$ cat config.mk
export PLATFORM = sky130hd
export DESIGN_NAME = regfile_wb_sched
export DESIGN_NICKNAME = d
export VERILOG_FILES = /design/src/rtl/regfile_pkg.sv /design/src/rtl/rr_arbiter2.sv /design/src/rtl/regfile_wb_sched.sv
export SDC_FILE = /design/constraint.sdc
export NUM_CORES = 1
export LEC_CHECK = 0
export BUFFER_PORTS_ARGS = -buffer_cell sky130_fd_sc_hd__buf_2
export CORE_ASPECT_RATIO = 0.75
export CORE_MARGIN = 4
export CORE_UTILIZATION = 60
export DETAILED_ROUTE_END_ITERATION = 7
export PLACE_DENSITY_LB_ADDON = 0.15
export SETUP_SLACK_MARGIN = 0.5
export SLEW_MARGIN = 20
export SYNTH_ARGS = -nofsm -noshare
export SYNTH_HDL_FRONTEND = slang
export SYNTH_SLANG_ARGS = --single-unit
$ cat constraint.sdc
create_clock -name clk -period 5.25 [get_ports clk]
set_clock_uncertainty 0.2 [all_clocks]
set_input_delay 1.05 -clock clk [delete_from_list [all_inputs] [get_ports clk]]
set_output_delay 1.05 -clock clk [all_outputs]
set_load 0.005 [all_outputs]
$ cat src/rtl/regfile_pkg.sv
// Shared register-file definitions used by the write-back scheduler, the register file and decode.
package regfile_pkg;

    localparam int REG_ADDR_W = 5;
    localparam int REG_DATA_W = 32;
    localparam int NUM_REGS   = 1 << REG_ADDR_W;

    typedef struct packed {
        logic [REG_ADDR_W-1:0] addr;
        logic [REG_DATA_W-1:0] data;
    } wr_req_t;

endpackage

$ cat src/rtl/rr_arbiter2.sv
// Two-way round-robin arbiter; grant is combinational, the last-granted pointer moves only on accept.
module rr_arbiter2 (
    input  logic       clk,
    input  logic       rst_n,
    input  logic [1:0] valid,
    input  logic       accept,
    output logic [1:0] grant
);

    logic r_last;

    always_comb begin
        grant = valid;
        // On a tie the requester not granted last time wins.
        if (valid == 2'b11) begin
            grant = r_last ? 2'b01 : 2'b10;
        end
    end

    // Reset to 1 so requester 0 wins the first tie.
    always_ff @(posedge clk or negedge rst_n) begin
        if (!rst_n) begin
            r_last <= 1'b1;
        end else if (accept) begin
            r_last <= grant[1];
        end
    end

endmodule

$ cat src/rtl/regfile_wb_sched.sv
// Write-back port scheduler and per-register pending-write scoreboard for the general-purpose register file.
module regfile_wb_sched
    import regfile_pkg::*;
#(
    parameter int DATA_W = REG_DATA_W,
    parameter int ADDR_W = REG_ADDR_W,
    parameter int CNT_W  = 2
) (
    input  logic              clk,
    input  logic              rst_n,
    input  logic              req0_valid,
    output logic              req0_ready,
    input  logic [ADDR_W-1:0] req0_addr,
    input  logic [DATA_W-1:0] req0_data,
    input  logic              req1_valid,
    output logic              req1_ready,
    input  logic [ADDR_W-1:0] req1_addr,
    input  logic [DATA_W-1:0] req1_data,
    input  logic              issue_valid,
    input  logic [ADDR_W-1:0] issue_addr,
    output logic              issue_ready,
    input  logic [ADDR_W-1:0] a_addr,
    input  logic [ADDR_W-1:0] b_addr,
    output logic              a_hazard,
    output logic              b_hazard,
    output logic              rf_rw,
    output logic [ADDR_W-1:0] rf_d_addr,
    output logic [DATA_W-1:0] rf_data,
    output logic              sb_err
);

    localparam int              NREG    = 1 << ADDR_W;
    localparam logic [CNT_W-1:0] CNT_MAX = '1;

    logic [1:0]        w_grant;
    logic              w_xfer;
    logic [ADDR_W-1:0] w_sel_addr;
    logic [DATA_W-1:0] w_sel_data;
    logic              w_inc;
    logic              w_underflow;

    logic              r_rf_rw_p1;
    logic [ADDR_W-1:0] r_rf_d_addr_p1;
    logic [DATA_W-1:0] r_rf_data_p1;
    logic [CNT_W-1:0]  r_cnt [NREG];
    logic              r_sb_err;

    // Saturating pending-count update; a simultaneous increment and decrement cancel.
    function automatic logic [CNT_W-1:0] cnt_next(
        input logic [CNT_W-1:0] cnt,
        input logic             inc,
        input logic             dec
    );
        logic [CNT_W-1:0] nxt;
        nxt = cnt;
        if (inc && !dec && (cnt != CNT_MAX)) begin
            nxt = cnt + 1'b1;
        end else if (dec && !inc && (cnt != '0)) begin
            nxt = cnt - 1'b1;
        end
        return nxt;
    endfunction

    rr_arbiter2 u_arb (
        .clk    (clk),
        .rst_n  (rst_n),
        .valid  ({req1_valid, req0_valid}),
        .accept (w_xfer),
        .grant  (w_grant)
    );

    assign req0_ready = w_grant[0];
    assign req1_ready = w_grant[1];
    assign w_xfer     = |w_grant;
    assign w_sel_addr = w_grant[1] ? req1_addr : req0_addr;
    assign w_sel_data = w_grant[1] ? req1_data : req0_data;

    assign issue_ready = (r_cnt[issue_addr] != CNT_MAX);
    assign w_inc       = issue_valid && issue_ready;
    assign a_hazard    = (r_cnt[a_addr] != '0);
    assign b_hazard    = (r_cnt[b_addr] != '0);

    // A commit into an empty counter is an error unless an issue to the same register cancels it.
    assign w_underflow = r_rf_rw_p1 && (r_cnt[r_rf_d_addr_p1] == '0) &&
                         !(w_inc && (issue_addr == r_rf_d_addr_p1));

    // ---- stage p1: write-port registers, committed by the register file at the next edge ----
    always_ff @(posedge clk or negedge rst_n) begin
        if (!rst_n) begin
            r_rf_rw_p1     <= 1'b0;
            r_rf_d_addr_p1 <= '0;
            r_rf_data_p1   <= '0;
        end else begin
            r_rf_rw_p1 <= w_xfer;
            if (w_xfer) begin
                r_rf_d_addr_p1 <= w_sel_addr;
                r_rf_data_p1   <= w_sel_data;
            end
        end
    end

    // ---- scoreboard: counters follow issues and the commit of the p1 write ----
    always_ff @(posedge clk or negedge rst_n) begin
        if (!rst_n) begin
            for (int i = 0; i < NREG; i++) begin
                r_cnt[i] <= '0;
            end
            r_sb_err <= 1'b0;
        end else begin
            for (int i = 0; i < NREG; i++) begin
                r_cnt[i] <= cnt_next(r_cnt[i],
                                     w_inc && (issue_addr == ADDR_W'(i)),
                                     r_rf_rw_p1 && (r_rf_d_addr_p1 == ADDR_W'(i)));
            end
            if (w_underflow) begin
                r_sb_err <= 1'b1;
            end
        end
    end

    assign rf_rw     = r_rf_rw_p1;
    assign rf_d_addr = r_rf_d_addr_p1;
    assign rf_data   = r_rf_data_p1;
    assign sb_err    = r_sb_err;

endmodule

==> flow_metrics.py, run 1 <==
metrics = {
    "run_status": {
        "status": "completed",
    },
    "power": {
        "p_leak_nw": 3.429,
        "ir_worst_vdd_v": 0.0002026,
        "p_per_area_mw_per_mm2": 388.4,
    },
    "die": {
        "pin_count": 138,
        "start_util": 0.6204,
        "rows": 33,
        "dieArea_mm2": 0.01324,
        "core-area_mm2": 0.01107,
        "die_x_um": 131.5,
        "fp.dieH_um": 100.6,
    },
    "job": {
        "maxCapViolCount": 0,
    },
    "sta": {
        "slew_headroom": 0.3668,
        "slew_viol_final": 0,
        "fin_crit_sh": 0.8471,
        "setup_viol": 0,
        "finalCriticalPeriod_ns": 4.447,
        "fin_tns_setup_ns": 0,
        "tightest_slew_ns": 0.9498,
        "fmax_mhz": 224.9,
        "hold_viol": 0,
        "rsz0062_at_grt": "no",
    },
    "placement": {
        "gp_congestion": 0.9945,
        "portBuffers": 137,
        "hpwl_um": 15570,
        "place_area_mm2": 0.007594,
    },
    "worst_setup_path": {
        "cp.depth": 7,
        "cp_max_fo": 23,
        "slowest_stage": "mux4_2",
        "crit_path_end_kind": "output port",
        "cp_slowest_stage_delay_ns": 0.59,
        "path_class": "input port to output port",
        "worst_path_most_repeated_cell": "buf_2",
        "r2r_start": "rf_d_addr[1]",
        "path_cells": "buf_2 -> mux4_2 -> a22o_1 -> nor2_8 -> nor2_1 -> a21oi_1 -> buf_2",
        "required_ns": 4.00,
        "crit_arrival_ns": 3.20,
        "cp_top_family": "compound AO/OA/AOI/OAI gates",
        "r2r_setup_slack_ns": 2.65,
        "timing.rr.end": "r_cnt[32]",
        "path_buf_inv": 2,
        "ff2ff_path_depth": 5,
        "cp-start-kind": "input port",
    },
    "cts": {
        "cts_sinks": 104,
        "htreeDepth": 3,
        "cts_made_buffers": 9,
        "path_clk_slew_ns": 0.07,
        "clock_latency_ns": 0.35,
        "cts_tree": "done",
        "cts_max_path_buffers": 2,
        "root_buffer": "clkbuf_16",
        "cts-hold-fix-buffers": 0,
    },
    "synth": {
        "synthesis.area_mm2": 0.006865,
        "synth_ff_type": "dfrtp_1",
        "yosys.area.top_type": "dfrtp_1",
        "syn_nets": 855,
        "synth_edf_count": 0,
        "yosys.area.top_type_share": 0.3754,
        "syn-instance-count": 761,
        "netlist_top_cells_area": "dfrtp_1, mux4_2, nor2_1",
        "synthArstFlopShare": 1.000,
        "synth_seq_area_share": 0.3793,
        "ys_types": 53,
        "synth-seq-cells": 104,
        "syn_area_per_cell_um2": 9.021,
        "ys_warn_count": 0,
    },
    "global_route": {
        "grt.overflow.total": 0,
        "grt_max_degree": 77,
        "grt_pass1_wl_um": 32910,
        "grt_pass1_vias": 6462,
        "antenna_found_initial": 0,
        "grt.total_usage": 0.3131,
    },
    "route": {
        "drt_pass1_iterations": 7,
        "viasPerCell": 6.602,
        "drc": 0,
        "ant_nets": 0,
        "post_drt_wl_per_cell_um": 20.02,
        "drt_wl_total_um": 20480,
        "drt-initial-drc-count": 881,
        "vias": 6754,
    },
    "layout": {
        "num_antenna_cells": 0,
        "design_area_mm2": 0.007933,
        "finalNetCount": 972,
        "finish.utilization": 0.7169,
        "area_delta_synth_final_pct": 15.55,
        "drive_gt1_frac": 0.2378,
    },
    "worst_hold_path": {
        "worstHoldPathCells": 2,
        "min_to": "rf_data[14]",
        "hp-class": "register to register",
        "min_from": "rf_data[14]",
    },
}
[cell usage in the layout, fill, tap and decap left out, types with 27 or more instances in the layout]
cell     count
nor2_1     138
buf_2      135
dfrtp_1    103
nand2_1     82
o22ai_1     52
a21oi_1     46
o21ai_0     46
mux4_2      41
nor3_1      28
o21a_1      27
[power by group]
group	leakage (nW)	internal [mW]	switching, mW	total [mW]
clock	0.165	0.438	0.320	0.758
combinational	2.07	0.489	0.524	1.01
sequential	1.20	0.999	0.312	1.31
[stage by stage]
step	worst slack [ns]	total power, mW	hold slack [ns]	std cells
4_1_cts	0.7299	3.053	0.3131	1023
6_report	0.8027	3.081	0.3076	1023
5_1_grt	0.7089	3.237	0.3312	1023
3_3_place_gp	0.8054	2.222	0.2908	1007
3_5_place_dp	0.7320	2.294	0.2962	1007
2_1_floorplan	1.372	1.922	0.2718	761
[logic make-up after synthesis]
kind of cell / after synthesis / share of synthesized area
and+or+nand+nor: 289 / 0.1815
AOI/OAI and AO/OA: 241 / 0.2273
DFF: 104 / 0.3793
buffers and inverters: 55 / 0.03444
muxes: 54 / 0.1545
xor gates and xnor gates: 18 / 0.02296
[cell usage after synthesis (all sizes together) (10+ instances only)]
library cell and n:
o22ai 52, o21ai 50, o21a 27, nand3 10
inv 20, nor3 28, a21oi 46, clkbuf 26
dfrtp 103, mux2i 10, mux4 41, nand2 82
nor2 142, xnor2 16
[cell type report]
type                    count  area (um^2)
clock buffers              10        239.0
fillers                   813         3133
inverters                  21        78.83
repair buffers            140        713.2
well taps                 140        175.2
flip-flops and latches    104         2604
multi-input cells         602         4025
clock inverters             6        97.59
[repair_timing]
action | CTS | global route
gates resized for setup | 0 | 1
setup buffers | 0 | 0
setup endpoints to repair | 0 | 1
[routing by layer]
layer | GRT usage | routed length, um
met5 | 0 | 0
met4 | 0.07910 | 412
met3 | 0.07984 | 2271
met2 | 0.4903 | 9309
met1 | 0.4441 | 8485
[flip-flops by register name (all words and copies together), names as in the netlist]
signal,cells
rf_d_addr,5
u_arb.r_last,1
rf_data,32
sb_err,1
rf_rw,1
r_cnt,64
[how the worst max path moves through the flow]
| stage | startpoint | to |
|---|---|---|
| final | issue_addr[1] | issue_ready |
| after global routing | issue_addr[0] | issue_ready |
| after CTS | issue_addr[0] | issue_ready |
| after detailed placement | issue_addr[0] | issue_ready |
| after global placement | issue_addr[0] | issue_ready |
| after floorplan | a_addr[4] | a_hazard |
[worst register-to-register path, cell delays in order (launching register included)]
cell     delay, ns
dfrtp_1       0.94
nand3_1       0.48
nor2_1        0.42
nand2_1       0.09
mux2_4        0.26
mux2i_1       0.13
Power figures use the tool's default switching activity.
==> run 2: changes to the inputs <==
--- a/config.mk
+++ b/config.mk
@@ -8,7 +8,7 @@
 export BUFFER_PORTS_ARGS = -buffer_cell sky130_fd_sc_hd__buf_2
 export CORE_ASPECT_RATIO = 0.75
 export CORE_MARGIN = 4
-export CORE_UTILIZATION = 60
+export CORE_UTILIZATION = 51
 export DETAILED_ROUTE_END_ITERATION = 7
 export PLACE_DENSITY_LB_ADDON = 0.15
 export SETUP_SLACK_MARGIN = 0.5
==> constraint.sdc (replaced) <==
create_clock -name clk -period 4 [get_ports clk]
set_clock_uncertainty 0.2 [all_clocks]
set_input_delay 0.8 -clock clk [delete_from_list [all_inputs] [get_ports clk]]
set_output_delay 0.8 -clock clk [all_outputs]
set_load 0.005 [all_outputs]
==> flow_metrics.py, run 2 (synthesis results as in run 1) <==
metrics = {
    "die": {
        "rows": 36,
        "start_util": 0.5256,
        "fp.dieH_um": 108.5,
        "core-area_mm2": 0.01306,
        "pin_count": 138,
        "die_x_um": 142.0,
        "dieArea_mm2": 0.01540,
    },
    "cts": {
        "cts_tree": "done",
        "cts_made_buffers": 9,
        "cts_sinks": 104,
        "htreeDepth": 3,
        "cts-hold-fix-buffers": 0,
        "clock_latency_ns": 0.36,
        "path_clk_slew_ns": 0.07,
        "cts_max_path_buffers": 2,
        "root_buffer": "clkbuf_16",
    },
    "worst_setup_path": {
        "crit_path_end_kind": "output port",
        "path_class": "input port to output port",
        "cp-start-kind": "input port",
        "crit_arrival_ns": 2.48,
        "startpoint": "issue_addr[1]",
        "required_ns": 3.00,
        "r2r_start": "rf_d_addr[1]",
        "cp_max_fo": 14,
    },
    "power": {
        "seq_power_share": 0.423,
        "p_sw_mw": 1.562,
        "p_total_mw": 4.101,
        "cellInternalPower_mw": 2.538,
        "switching_share": 0.3809,
        "ir_worst_vdd_v": 0.0003425,
        "p_per_area_mw_per_mm2": 508.5,
        "pwr-share-clk": 0.246,
        "combPwrFrac": 0.331,
        "p_leak_nw": 3.482,
    },
    "sta": {
        "fmax_mhz": 287.6,
        "fin_crit_sh": 0.8692,
        "hold_viol": 0,
        "rsz0062_at_grt": "yes",
        "fin_tns_setup_ns": 0,
        "slew_viol_final": 0,
        "tightest_slew_ns": 0.8916,
        "setup_viol": 0,
        "finalCriticalPeriod_ns": 3.477,
        "slew_headroom": 0.4056,
        "hold_slack_ns": 0.2426,
    },
    "layout": {
        "layout.cells.non_filler": 1064,
        "nFillCells": 1158,
        "largest-register": "r_cnt",
        "finalNetCount": 982,
        "multi_input_area_mm2": 0.004029,
        "area_delta_synth_final_pct": 17.46,
        "drive_gt1_frac": 0.2475,
        "largest_reg_flops": 64,
        "ff_latch_area_mm2": 0.002604,
        "num_antenna_cells": 0,
        "layout_commonest_cell": "nor2_1",
        "layout_common_cells": "nor2_1, buf_2, dfrtp_1",
    },
    "placement": {
        "portBuffers": 137,
        "dp_cells": 1048,
        "gp_congestion": 0.9651,
        "hpwl_um": 16560,
    },
    "global_route": {
        "grt.total_usage": 0.2907,
        "grt.overflow.total": 0,
        "grt_max_degree": 47,
        "grt_pass1_vias": 6501,
        "grt_pass1_wl_um": 34700,
        "antenna_found_initial": 0,
    },
    "route": {
        "drt-initial-drc-count": 713,
        "drt_wl_total_um": 21870,
        "drt_pass1_iterations": 5,
        "viasPerCell": 6.435,
        "ant_nets": 0,
        "vias": 6847,
        "post_drt_wl_per_cell_um": 20.55,
        "drc": 0,
    },
    "worst_hold_path": {
        "hp-class": "input port to async pin",
    },
    "job": {
        "maxCapViolCount": 0,
    },
    "run_status": {
        "status": "completed",
    },
}
[run 2: cell count changes in the layout (fill, tap and decap cells not counted), moves of 2 or more]
cell	delta
buf_2	-2
buf_4	+9
clkinv_4	-2
inv_6	+2
[run 2: power groups by stage]
stage,Clock (mW),Combinational [mW],Sequential (mW)
floorplan,0,0.970,1.55
global placement,0,1.27,1.70
detailed placement,0,1.33,1.72
CTS,1.02,1.34,1.71
global route,1.06,1.48,1.77
finish,1.01,1.36,1.74
[run 2: repair_timing]
action	4_1_cts	5_1_grt
gates cloned	0	0
setup buffers	0	0
resized for setup	4	3
setup endpoints to repair	1	2
[run 2: final cells by class]
cell class / count / share of cell area
clock buffer: 9 / 0.02793
timing repair buffer: 150 / 0.09977
tap: 171 / 0.02653
inverter: 21 / 0.009775
multi-input combinational: 602 / 0.4996
clock inverter: 7 / 0.01350
sequential: 104 / 0.3229
[run 2: worst max-delay path: stages]
cell	delay (ns)
clkbuf_4	0.22
buf_6	0.22
mux4_2	0.33
a22o_2	0.32
nor2_8	0.11
nor2_1	0.06
a21oi_2	0.25
buf_2	0.17
[run 2: per-stage QoR]
| stage | cell area, um^2 | worst slack (ns) | utilization |
|---|---|---|---|
| 2_1_floorplan | 6865 | 0.6215 | - |
| 3_3_place_gp | 7707 | 0.2271 | 0.5900 |
| 3_5_place_dp | 7707 | 0.1705 | 0.5900 |
| 4_1_cts | 8055 | 0.5184 | 0.6167 |
| 5_1_grt | 8064 | 0.4701 | 0.6173 |
| 6_report | 8064 | 0.5231 | 0.6173 |
[run 2: path summary, 6_finish.rpt]
check | depth (start not counted) | end | slack, ns
worst min register to register | 2 | rf_data[24] | 0.31
max in group asynchronous | 2 | r_cnt[42] | 2.52
min in group clk | 2 | rf_data[24] | 0.31
worst min-delay path | 1 | rf_data[27] | 0.24
worst max register to register | 5 | r_cnt[32] | 1.35
worst max-delay path | 8 | issue_ready | 0.52
[run 2: layer usage]
metal	global-route usage	up-vias	wire length [um]
met2	0.4509	382	9995
li1	-	3065	-
met1	0.4186	3370	9170
met4	0.06781	0	356
met5	0	-	0
met3	0.06720	30	2348
==> run 3: changes to the inputs <==
==> constraint.sdc (replaced) <==
create_clock -name clk -period 4 [get_ports clk]
set_clock_uncertainty 0.2 [all_clocks]
set_input_delay 0.2 -clock clk [delete_from_list [all_inputs] [get_ports clk]]
set_output_delay 0.2 -clock clk [all_outputs]
set_load 0.005 [all_outputs]
==> flow_metrics.py, run 3 (synthesis results as in run 1) <==
metrics = {
    "worst_setup_path": {
        "cp_top_family": "compound AO/OA/AOI/OAI gates",
        "startpoint": "r_cnt[63]",
        "cp-start-kind": "register",
        "path_buf_inv": 1,
        "timing.rr.end": "rf_data[26]",
        "r2r_start": "u_arb.r_last",
        "cp.depth": 6,
        "crit_path_end_kind": "output port",
        "cp_max_fo": 8,
        "crit_end": "issue_ready",
        "required_ns": 3.60,
        "cp_slowest_stage_delay_ns": 0.53,
        "ff2ff_path_depth": 6,
        "crit_arrival_ns": 2.42,
        "r2r_setup_slack_ns": 1.23,
        "slowest_stage": "mux4_2",
        "path_cells": "mux4_2 -> a22o_1 -> nor2_4 -> nor3_1 -> a21oi_1 -> buf_2",
        "path_class": "register to output port",
    },
    "cts": {
        "clock_latency_ns": 0.36,
        "post_cts_resize_count": 0,
        "root_buffer": "clkbuf_16",
        "cts_max_path_buffers": 2,
        "cts_sinks": 104,
        "cts_made_buffers": 9,
        "path_clk_slew_ns": 0.07,
        "cts_tree": "done",
        "htreeDepth": 3,
    },
    "placement": {
        "gp_congestion": 0.9180,
        "hpwl_um": 15830,
        "portBuffers": 137,
        "pre_cts_ws_ns": 1.076,
    },
    "sta": {
        "fin_crit_sh": 0.7062,
        "finalCriticalPeriod_ns": 2.825,
        "slew_headroom": 0.3556,
        "fmax_mhz": 354.0,
        "hold_viol": 0,
        "slew_viol_final": 0,
        "setup_viol": 0,
        "rsz0062_at_grt": "no",
        "tightest_slew_ns": 0.9643,
        "finalWorstSetupSlack_ns": 1.175,
        "fin_tns_setup_ns": 0,
    },
    "power": {
        "p_total_mw": 4.086,
        "cellInternalPower_mw": 2.532,
        "seq_power_share": 0.419,
        "pwr-share-clk": 0.229,
        "p_sw_mw": 1.554,
        "combPwrFrac": 0.352,
        "p_per_area_mw_per_mm2": 468.7,
        "p_leak_nw": 3.759,
        "switching_share": 0.3803,
        "ir_worst_vdd_v": 0.0003361,
    },
    "route": {
        "viasPerCell": 6.192,
        "drc": 0,
        "post_drt_wl_per_cell_um": 19.91,
        "drt-initial-drc-count": 792,
        "vias": 7009,
        "drt_pass1_iterations": 7,
        "drt_wl_total_um": 22540,
        "ant_nets": 0,
    },
    "layout": {
        "area_delta_synth_final_pct": 26.99,
        "layout_commonest_cell": "nor2_1",
        "num_antenna_cells": 0,
        "largest_reg_flops": 64,
        "largest-register": "r_cnt",
        "drive_gt1_frac": 0.2206,
        "finalNetCount": 1050,
        "layout_common_cells": "nor2_1, buf_2, dfrtp_1",
    },
    "run_status": {
        "status": "completed",
    },
    "die": {
        "start_util": 0.5256,
        "dieArea_mm2": 0.01540,
        "die_x_um": 142.0,
        "fp.dieH_um": 108.5,
        "pin_count": 138,
        "core-area_mm2": 0.01306,
        "rows": 36,
    },
    "global_route": {
        "antenna_found_initial": 0,
        "grt_pass1_vias": 6921,
        "grt.overflow.total": 0,
        "grt_pass1_wl_um": 35920,
        "grt_max_degree": 50,
        "grt.total_usage": 0.2987,
    },
    "worst_hold_path": {
        "hp-class": "input port to register",
    },
    "job": {
        "maxCapViolCount": 0,
    },
}
## run 3: cell count changes in the layout (fill, tap and decap cells not counted), moves of 2 or more
| cell | change |
|---|---|
| buf_4 | -7 |
| dlygate4sd3_1 | +76 |
| inv_6 | -2 |
| buf_2 | +3 |
| clkbuf_4 | -2 |
## run 3: power by group through the flow
stage / Sequential [mW] / Combinational (mW) / Clock, mW
5_1_grt: 1.74 / 1.56 / 0.990
2_1_floorplan: 1.55 / 0.970 / 0
6_report: 1.71 / 1.44 / 0.937
3_5_place_dp: 1.70 / 1.31 / 0
3_3_place_gp: 1.68 / 1.25 / 0
4_1_cts: 1.68 / 1.40 / 0.957
## run 3: tightest hold or removal path: stages
cell and delay, ns:
buf_2 0.15, nor4b_1 0.15, a21oi_1 0.13
## run 3: cell type report
class	count	area [um^2]
Timing Repair Buffer	218	1486
Clock buffer	9	225.2
Clock inverter	7	85.08
Tap cell	171	214.0
Inverter	21	78.83
Sequential cell	104	2604
Multi-Input combinational cell	602	4025
Fill cell	1064	4344
## run 3: layer usage
metal / track usage / share of wire / wire (um) / up-vias
li1: - / - / - / 3189
met1: 0.3986 / 0.40 / 9099 / 3405
met2: 0.4733 / 0.46 / 10450 / 356
met3: 0.09063 / 0.11 / 2396 / 59
met4: 0.09178 / 0.026 / 595 / 0
met5: 0 / 0 / 0 / -
## run 3: how the worst min path moves through the flow
stage	to	startpoint	cells after the start
finish	sb_err	issue_valid	3
global route	sb_err	issue_valid	3
CTS	u_arb.r_last	req1_valid	3
detailed placement	rf_data[29]	rst_n	1
global placement	rf_data[30]	rst_n	1
floorplan	r_cnt[0]	rst_n	0
## run 3: stage by stage
| stage | util | instance area [um^2] | hold WS [ns] | cells |
|---|---|---|---|---|
| 4_1_cts | 0.6674 | 8718 | 0.09234 | 1132 |
| 6_report | 0.6674 | 8718 | 0.1186 | 1132 |
| 2_1_floorplan | - | 6865 | -0.2956 | 761 |
| 3_3_place_gp | 0.5854 | 7647 | 0.05525 | 1040 |
| 5_1_grt | 0.6674 | 8718 | 0.1410 | 1132 |
| 3_5_place_dp | 0.5854 | 7647 | 0.06600 | 1040 |
## run 3: timing repair
item                      in CTS  in global routing
hold buffers                  76                  0
buffers inserted               0                  0
hold endpoints to repair      84                  0
